===== src/rtl/vend_pkg.sv =====
// vend_pkg: shared FSM state encoding and coin denomination constants for the change dispenser.
package vend_pkg;
    typedef enum logic [2:0] {IDLE, SELECT, DISPENSE, DONE, ERROR} vend_state_e;
    localparam logic [3:0] COIN_5 = 4'd5;
    localparam logic [3:0] COIN_10 = 4'd10;
endpackage


===== src/rtl/vend_change_dispenser_if.sv =====
// vend_change_dispenser_if: request, hopper and status signals of the change dispenser.
interface vend_change_dispenser_if #(parameter int AMT_W = 6);
    logic             req_valid;
    logic [AMT_W-1:0] req_amount;
    logic             req_ready;
    logic             empty_10;
    logic             empty_5;
    logic             coin_valid;
    logic [3:0]       coin_value;
    logic             coin_ack;
    logic             done;
    logic             err;
    logic [AMT_W-1:0] change_left;
    modport master (
        output req_valid, req_amount, empty_10, empty_5, coin_ack,
        input  req_ready, coin_valid, coin_value, done, err, change_left
    );
    modport slave (
        input  req_valid, req_amount, empty_10, empty_5, coin_ack,
        output req_ready, coin_valid, coin_value, done, err, change_left
    );
endinterface


===== src/rtl/vend_ack_timer.sv =====
// vend_ack_timer: counts cycles spent waiting for coin_ack; expired flags the last allowed cycle.
module vend_ack_timer #(
    parameter int TIMEOUT_CYCLES = 255
) (
    input  logic clk,
    input  logic rst,
    input  logic run,
    output logic expired
);
    localparam int CW = $clog2(TIMEOUT_CYCLES + 1);
    logic [CW-1:0] cnt_q, cnt_d;
    always_comb cnt_d = run ? cnt_q + CW'(1) : '0;
    always_ff @(posedge clk or posedge rst)
        if (rst) cnt_q <= '0;
        else     cnt_q <= cnt_d;
    assign expired = run && cnt_q == CW'(TIMEOUT_CYCLES - 1);
endmodule


===== src/rtl/vend_change_dispenser.sv =====
// vend_change_dispenser: pays out change in 10c/5c coins, preferring 10s and substituting 5s.
// Define VEND_DISPENSE_TIMEOUT_EN to abort a dispense when coin_ack never arrives.
module vend_change_dispenser
    import vend_pkg::*;
#(
    parameter int AMT_W = 6,
    parameter int TIMEOUT_CYCLES = 255
) (
    input logic clk,
    input logic rst,
    vend_change_dispenser_if.slave bus
);
    vend_state_e      state_q, state_d;
    logic [AMT_W-1:0] remaining_q, remaining_d;
    logic             coin_valid_q, coin_valid_d;
    logic [3:0]       coin_value_q, coin_value_d;
    logic             done_q, done_d;
    logic             err_q, err_d;
    logic             req_ready_q, req_ready_d;
    logic             timeout;

    if (TIMEOUT_CYCLES < 1) begin : g_bad_timeout
        $error("TIMEOUT_CYCLES must be at least 1");
    end

`ifdef VEND_DISPENSE_TIMEOUT_EN
    vend_ack_timer #(.TIMEOUT_CYCLES(TIMEOUT_CYCLES)) u_ack_timer (
        .clk    (clk),
        .rst    (rst),
        .run    (state_q == DISPENSE),
        .expired(timeout)
    );
`else
    assign timeout = 1'b0;
`endif

    always_comb begin
        state_d      = state_q;
        remaining_d  = remaining_q;
        coin_valid_d = coin_valid_q;
        coin_value_d = coin_value_q;
        done_d       = 1'b0;
        err_d        = 1'b0;
        req_ready_d  = 1'b0;
        case (state_q)
            IDLE: begin
                req_ready_d = 1'b1;
                if (bus.req_valid && req_ready_q) begin
                    remaining_d = bus.req_amount;
                    state_d     = SELECT;
                    req_ready_d = 1'b0;
                end
            end
            SELECT: begin
                if (remaining_q == '0) begin
                    state_d = DONE;
                    done_d  = 1'b1;
                end else if (remaining_q >= AMT_W'(2) && !bus.empty_10) begin
                    coin_value_d = COIN_10;
                    coin_valid_d = 1'b1;
                    state_d      = DISPENSE;
                end else if (!bus.empty_5) begin
                    coin_value_d = COIN_5;
                    coin_valid_d = 1'b1;
                    state_d      = DISPENSE;
                end else begin
                    state_d = ERROR;
                    err_d   = 1'b1;
                end
            end
            DISPENSE: begin
                // An ack outranks a simultaneous timeout: the coin did leave the hopper.
                if (bus.coin_ack && coin_valid_q) begin
                    remaining_d  = remaining_q - (coin_value_q == COIN_10 ? AMT_W'(2) : AMT_W'(1));
                    coin_valid_d = 1'b0;
                    state_d      = SELECT;
                end else if (timeout) begin
                    coin_valid_d = 1'b0;
                    state_d      = ERROR;
                    err_d        = 1'b1;
                end
            end
            DONE, ERROR: begin
                state_d     = IDLE;
                req_ready_d = 1'b1;
            end
            default: state_d = IDLE;
        endcase
    end

    always_ff @(posedge clk or posedge rst)
        if (rst) begin
            state_q      <= IDLE;
            remaining_q  <= '0;
            coin_valid_q <= 1'b0;
            coin_value_q <= 4'd0;
            done_q       <= 1'b0;
            err_q        <= 1'b0;
            req_ready_q  <= 1'b1;
        end else begin
            state_q      <= state_d;
            remaining_q  <= remaining_d;
            coin_valid_q <= coin_valid_d;
            coin_value_q <= coin_value_d;
            done_q       <= done_d;
            err_q        <= err_d;
            req_ready_q  <= req_ready_d;
        end

    assign bus.req_ready   = req_ready_q;
    assign bus.coin_valid  = coin_valid_q;
    assign bus.coin_value  = coin_value_q;
    assign bus.done        = done_q;
    assign bus.err         = err_q;
    assign bus.change_left = remaining_q;
endmodule

===== src/flat_wrapper.sv =====
// flat-port wrapper written by rule: the top's interface ports become plain ports
module vend_change_dispenser_flat import vend_pkg::*;
#(
    parameter int AMT_W = 6,
    parameter int TIMEOUT_CYCLES = 255
)
  (clk, rst, bus_req_valid, bus_req_amount, bus_empty_10, bus_empty_5, bus_coin_ack, bus_req_ready, bus_coin_valid, bus_coin_value, bus_done, bus_err, bus_change_left);
  vend_change_dispenser_if #(.AMT_W(AMT_W)) bus_i ();
  input logic clk;
  input logic rst;
  input wire logic [$bits(bus_i.req_valid)-1:0] bus_req_valid;
  input wire logic [$bits(bus_i.req_amount)-1:0] bus_req_amount;
  input wire logic [$bits(bus_i.empty_10)-1:0] bus_empty_10;
  input wire logic [$bits(bus_i.empty_5)-1:0] bus_empty_5;
  input wire logic [$bits(bus_i.coin_ack)-1:0] bus_coin_ack;
  output wire logic [$bits(bus_i.req_ready)-1:0] bus_req_ready;
  output wire logic [$bits(bus_i.coin_valid)-1:0] bus_coin_valid;
  output wire logic [$bits(bus_i.coin_value)-1:0] bus_coin_value;
  output wire logic [$bits(bus_i.done)-1:0] bus_done;
  output wire logic [$bits(bus_i.err)-1:0] bus_err;
  output wire logic [$bits(bus_i.change_left)-1:0] bus_change_left;
  assign bus_i.req_valid = bus_req_valid;
  assign bus_i.req_amount = bus_req_amount;
  assign bus_i.empty_10 = bus_empty_10;
  assign bus_i.empty_5 = bus_empty_5;
  assign bus_i.coin_ack = bus_coin_ack;
  assign bus_req_ready = bus_i.req_ready;
  assign bus_coin_valid = bus_i.coin_valid;
  assign bus_coin_value = bus_i.coin_value;
  assign bus_done = bus_i.done;
  assign bus_err = bus_i.err;
  assign bus_change_left = bus_i.change_left;
  vend_change_dispenser #(.AMT_W(AMT_W), .TIMEOUT_CYCLES(TIMEOUT_CYCLES)) u_core (.clk(clk), .rst(rst), .bus(bus_i));
endmodule

===== config.mk =====
export PLATFORM = sky130hd
export DESIGN_NAME = vend_change_dispenser_flat
export DESIGN_NICKNAME = d
export VERILOG_FILES = /design/src/rtl/vend_pkg.sv /design/src/rtl/vend_change_dispenser_if.sv /design/src/rtl/vend_ack_timer.sv /design/src/rtl/vend_change_dispenser.sv /design/src/flat_wrapper.sv
export SDC_FILE = /design/constraint.sdc
export NUM_CORES = 1
export LEC_CHECK = 0
export CAP_MARGIN = 0
export CORE_MARGIN = 4
export CORE_UTILIZATION = 43
export CTS_BUF_LIST = sky130_fd_sc_hd__clkbuf_8
export CTS_CLUSTER_DIAMETER = 200
export CTS_CLUSTER_SIZE = 40
export DETAILED_ROUTE_END_ITERATION = 8
export GPL_TIMING_DRIVEN = 0
export PLACE_DENSITY = 0.84
export SLEW_MARGIN = 20
export SYNTH_ARGS = -nofsm -noshare
export SYNTH_HDL_FRONTEND = slang
export SYNTH_SLANG_ARGS = --single-unit

===== constraint.sdc =====
create_clock -name clk -period 1.5 [get_ports clk]
set_input_delay 0.3 -clock clk [delete_from_list [all_inputs] [get_ports clk]]
set_output_delay 0.3 -clock clk [all_outputs]
set_load 0.02 [all_outputs]

==> results.yml, run 1 <==
synthesis:
  netlist_instances: 97
  ys_seq_area_frac: 0.429
  synth_edf_count: 0
  yosys_register_bits: 15
  ys_top_cells_by_area: "dfrtp_1, nor2_1, a21oi_1, dfstp_2, o22a_1"
  ys_warn_count: 0
  syn_area_um2: 877
  synth_flop_cell: "dfrtp_1"
  ys_types: 36
  synth_top_area_frac: 0.399
  avgSynthCellArea_um2: 9.04
  synth_fp_nets: 112
  async_flop_share: 1.00
  synth_area_leader_cell: "dfrtp_1"
detailed_routing:
  ant_nets: 0
  viasPerCell: 5.49
  avgRoutedWirePerCell_um: 17.4
  drc: 0
  initialDrtViolationCount: 24
  wirelength_mm: 2.77
  firstDrtPassIters: 4
  num_vias: 873
sta:
  relSlewSlack: 0.627
  hold_viol_final: 0
  setup_ws_ps: -180
  min_period_ps: 1680
  whs_ps: 402
  post-route-period-util: 1.12
  rsz0062_at_grt: "true"
  max_freq_mhz: 595
  worst_pin_slew_ps: 559
  skew_ps: 2.51
  finalMaxSlewViolations: 0
  setup_violations: 5
setup_path:
  end_kind: "flip-flop"
  required_ps: 1690
  critPathMaxFanout: 3
  cp-start-kind: "flip-flop"
  cp.arrival_ps: 1870
  reg2reg_to: "u_core.bus.change_left[5]$_DFFE_PP0P_"
  endpoint: "u_core.bus.change_left[5]$_DFFE_PP0P_"
  critPathLaunch: "u_core.bus.coin_value[2]$_DFFE_PP0P_"
  r2r_slack_ps: -180
  r2r-start: "u_core.bus.coin_value[2]$_DFFE_PP0P_"
  worst_r2r_path_depth: 7
  path_class: "flip-flop to flip-flop"
global_routing:
  track_usage: 0.202
  antenna_found_initial: 0
  gr-total-overflow: 0
  grt_max_degree: 16
  grt_pass1_vias: 796
  grt_pass1_wl_mm: 3.95
run_status:
  status: "finished, violations left"
  violations: "negative setup slack"
placed_design:
  place_congestion: 0.814
  hpwlAfterDp_mm: 1.67
  dp_slack_ps: -294
  io_buffers: 25
cells_and_area:
  utilization: 0.687
  nFillCells: 160
  diodes: 0
  fin_nets: 148
  syn2layout_area_growth_pct: 52.1
  drive_gt1_frac: 0.280
floorplan:
  initial_utilization: 0.452
  top_level_ports: 26
  die-area_mm2: 0.00283
  rows: 16
  die_x_um: 53.2
  die_y_um: 53.2
  core_mm2: 0.00194
clock_tree:
  clock-sinks: 15
  clk_path_buf_depth: 2
  cts_made_buffers: 3
  clk_latency_ps: 250
  cts_tree: "yes"
  clk_pin_slew_worst_paths_ps: 60
  root_buffer: "clkbuf_8"
  htree_levels: 1
pwr:
  power_density_mw_per_mm2: 2260
  power.share.switching: 0.451
  pwr-share-seq: 0.285
  p_int_mw: 1.65
  clockPowerShare: 0.113
  leakage_nw: 0.608
  peakVddDrop_uv: 1440
  pwr-share-comb: 0.602
  netSwitchingPower_mw: 1.36
hold_path:
  hp-class: "input pin to async pin"
run:
  maxCapViolations: 0
worst min path at each step:
stage                                               from  slack, ps  cells past startpoint                               endpoint
finish                                               rst        400                      2   u_core.bus.coin_value[1]$_DFFE_PP0P_
floorplan                                            rst        200                      1  u_core.bus.change_left[0]$_DFFE_PP0P_
detailed placement  u_core.bus.coin_value[2]$_DFFE_PP0P_        530                      1   u_core.bus.coin_value[2]$_DFFE_PP0P_
CTS                                                  rst        420                      2  u_core.bus.change_left[5]$_DFFE_PP0P_
global placement    u_core.bus.coin_value[2]$_DFFE_PP0P_        520                      1   u_core.bus.coin_value[2]$_DFFE_PP0P_
global route                                         rst        460                      2   u_core.bus.coin_value[1]$_DFFE_PP0P_
metal layers:
metal  global-route usage  part of all wire
met5                    0                 0
met4                0.106             0.030
met2                0.372              0.56
met1                0.217              0.37
met3               0.0338             0.047
repair_timing:
action                                  CTS  global route
resized for setup                        17            14
endpoints found under the setup margin   17            11
hold buffers                              0             0
pin swaps                                 2             4
setup buffers                             2             4
logic make-up after synthesis:
family          share of synthesized area
mux                                0.0114
compound gates                      0.197
buf+inv                            0.0670
simple gates                        0.244
fa+ha+maj                          0.0514
flops                               0.429
metrics by stage:
| step | area, um^2 | power [mW] | cells | setup TNS, ps |
|---|---|---|---|---|
| final | 1330 | 3.01 | 159 | -729 |
| after global routing | 1330 | 3.19 | 159 | -1240 |
| after CTS | 1250 | 2.67 | 155 | -483 |
| after detailed placement | 1180 | 2.31 | 149 | -1650 |
| after global placement | 1180 | 2.22 | 149 | -1490 |
| after floorplan | 901 | 1.73 | 97 | -361 |
critical path, cell delays in order (launching register included):
cell      delay (ps)
dfrtp_2          400
nand2b_4         160
buf_4            150
ha_4             280
nand2b_4          60
and2_4           170
a41oi_2          190
o22a_1           200
state kept, by name, indices dropped and copies added, names as in the netlist:
register / count
u_core.bus.change_left: 6
u_core.state_q: 3
u_core.bus.coin_value: 2
u_core.bus.coin_valid: 1
u_core.bus.done: 1
u_core.bus.err: 1
u_core.bus.req_ready: 1
power groups by stage:
| stage | clock network (mW) | registers, mW | logic (mW) |
|---|---|---|---|
| after floorplan | 0 | 0.923 | 0.805 |
| after global placement | 0 | 0.781 | 1.44 |
| after detailed placement | 0 | 0.805 | 1.50 |
| after CTS | 0.344 | 0.811 | 1.51 |
| after global routing | 0.362 | 0.880 | 1.95 |
| final | 0.339 | 0.859 | 1.81 |
cells in the final DEF (no fill, tap or decap), types with 2 or more instances in the layout:
cell,n
nor2_1,12
clkdlybuf4s50_1,12
dlygate4sd2_1,11
buf_4,10
dfrtp_1,10
inv_1,6
a21oi_1,5
nand2_1,5
o21ai_0,4
dfrtp_2,4
o21ai_1,3
o22a_1,3
clkbuf_8,3
and3_1,2
nor2_2,2
nand2b_4,2
nor3_1,2
nor3b_1,2
ha_4,2
Yosys cell counts, types with 2 or more instances:
| library cell | n |
|---|---|
| a21oi_1 | 6 |
| a41oi_1 | 2 |
| and2_1 | 2 |
| and3_1 | 2 |
| buf_2 | 2 |
| buf_4 | 3 |
| dfrtp_1 | 14 |
| ha_1 | 2 |
| inv_1 | 6 |
| nand2_1 | 5 |
| nand2b_1 | 3 |
| nor2_1 | 15 |
| nor3_1 | 3 |
| nor3b_1 | 3 |
| o21ai_0 | 5 |
| o21ai_1 | 2 |
| o22a_1 | 3 |
layout make-up:
class                           count  area, um^2  area share
Clock buffer                        3        41.3      0.0310
Clock inverter                      1        5.00     0.00375
Tap cell                           27        33.8      0.0253
Multi-Input combinational cell     70         529       0.397
Sequential cell                    15         382       0.286
Timing Repair Buffer               31         282       0.211
Buffer                              5        35.0      0.0263
Inverter                            7        26.3      0.0197
Note: power is estimated with default switching activity, not from simulation.
==> run 2, diff against run 1 <==
--- a/config.mk
+++ b/config.mk
@@ -9,7 +9,7 @@
 export CORE_MARGIN = 4
 export CORE_UTILIZATION = 43
 export CTS_BUF_LIST = sky130_fd_sc_hd__clkbuf_8
-export CTS_CLUSTER_DIAMETER = 200
+export CTS_CLUSTER_DIAMETER = 60
 export CTS_CLUSTER_SIZE = 40
 export DETAILED_ROUTE_END_ITERATION = 8
 export GPL_TIMING_DRIVEN = 0
==> results of run 2 <==
No change in the layout: final DEF, timing and power equal those of run 1.
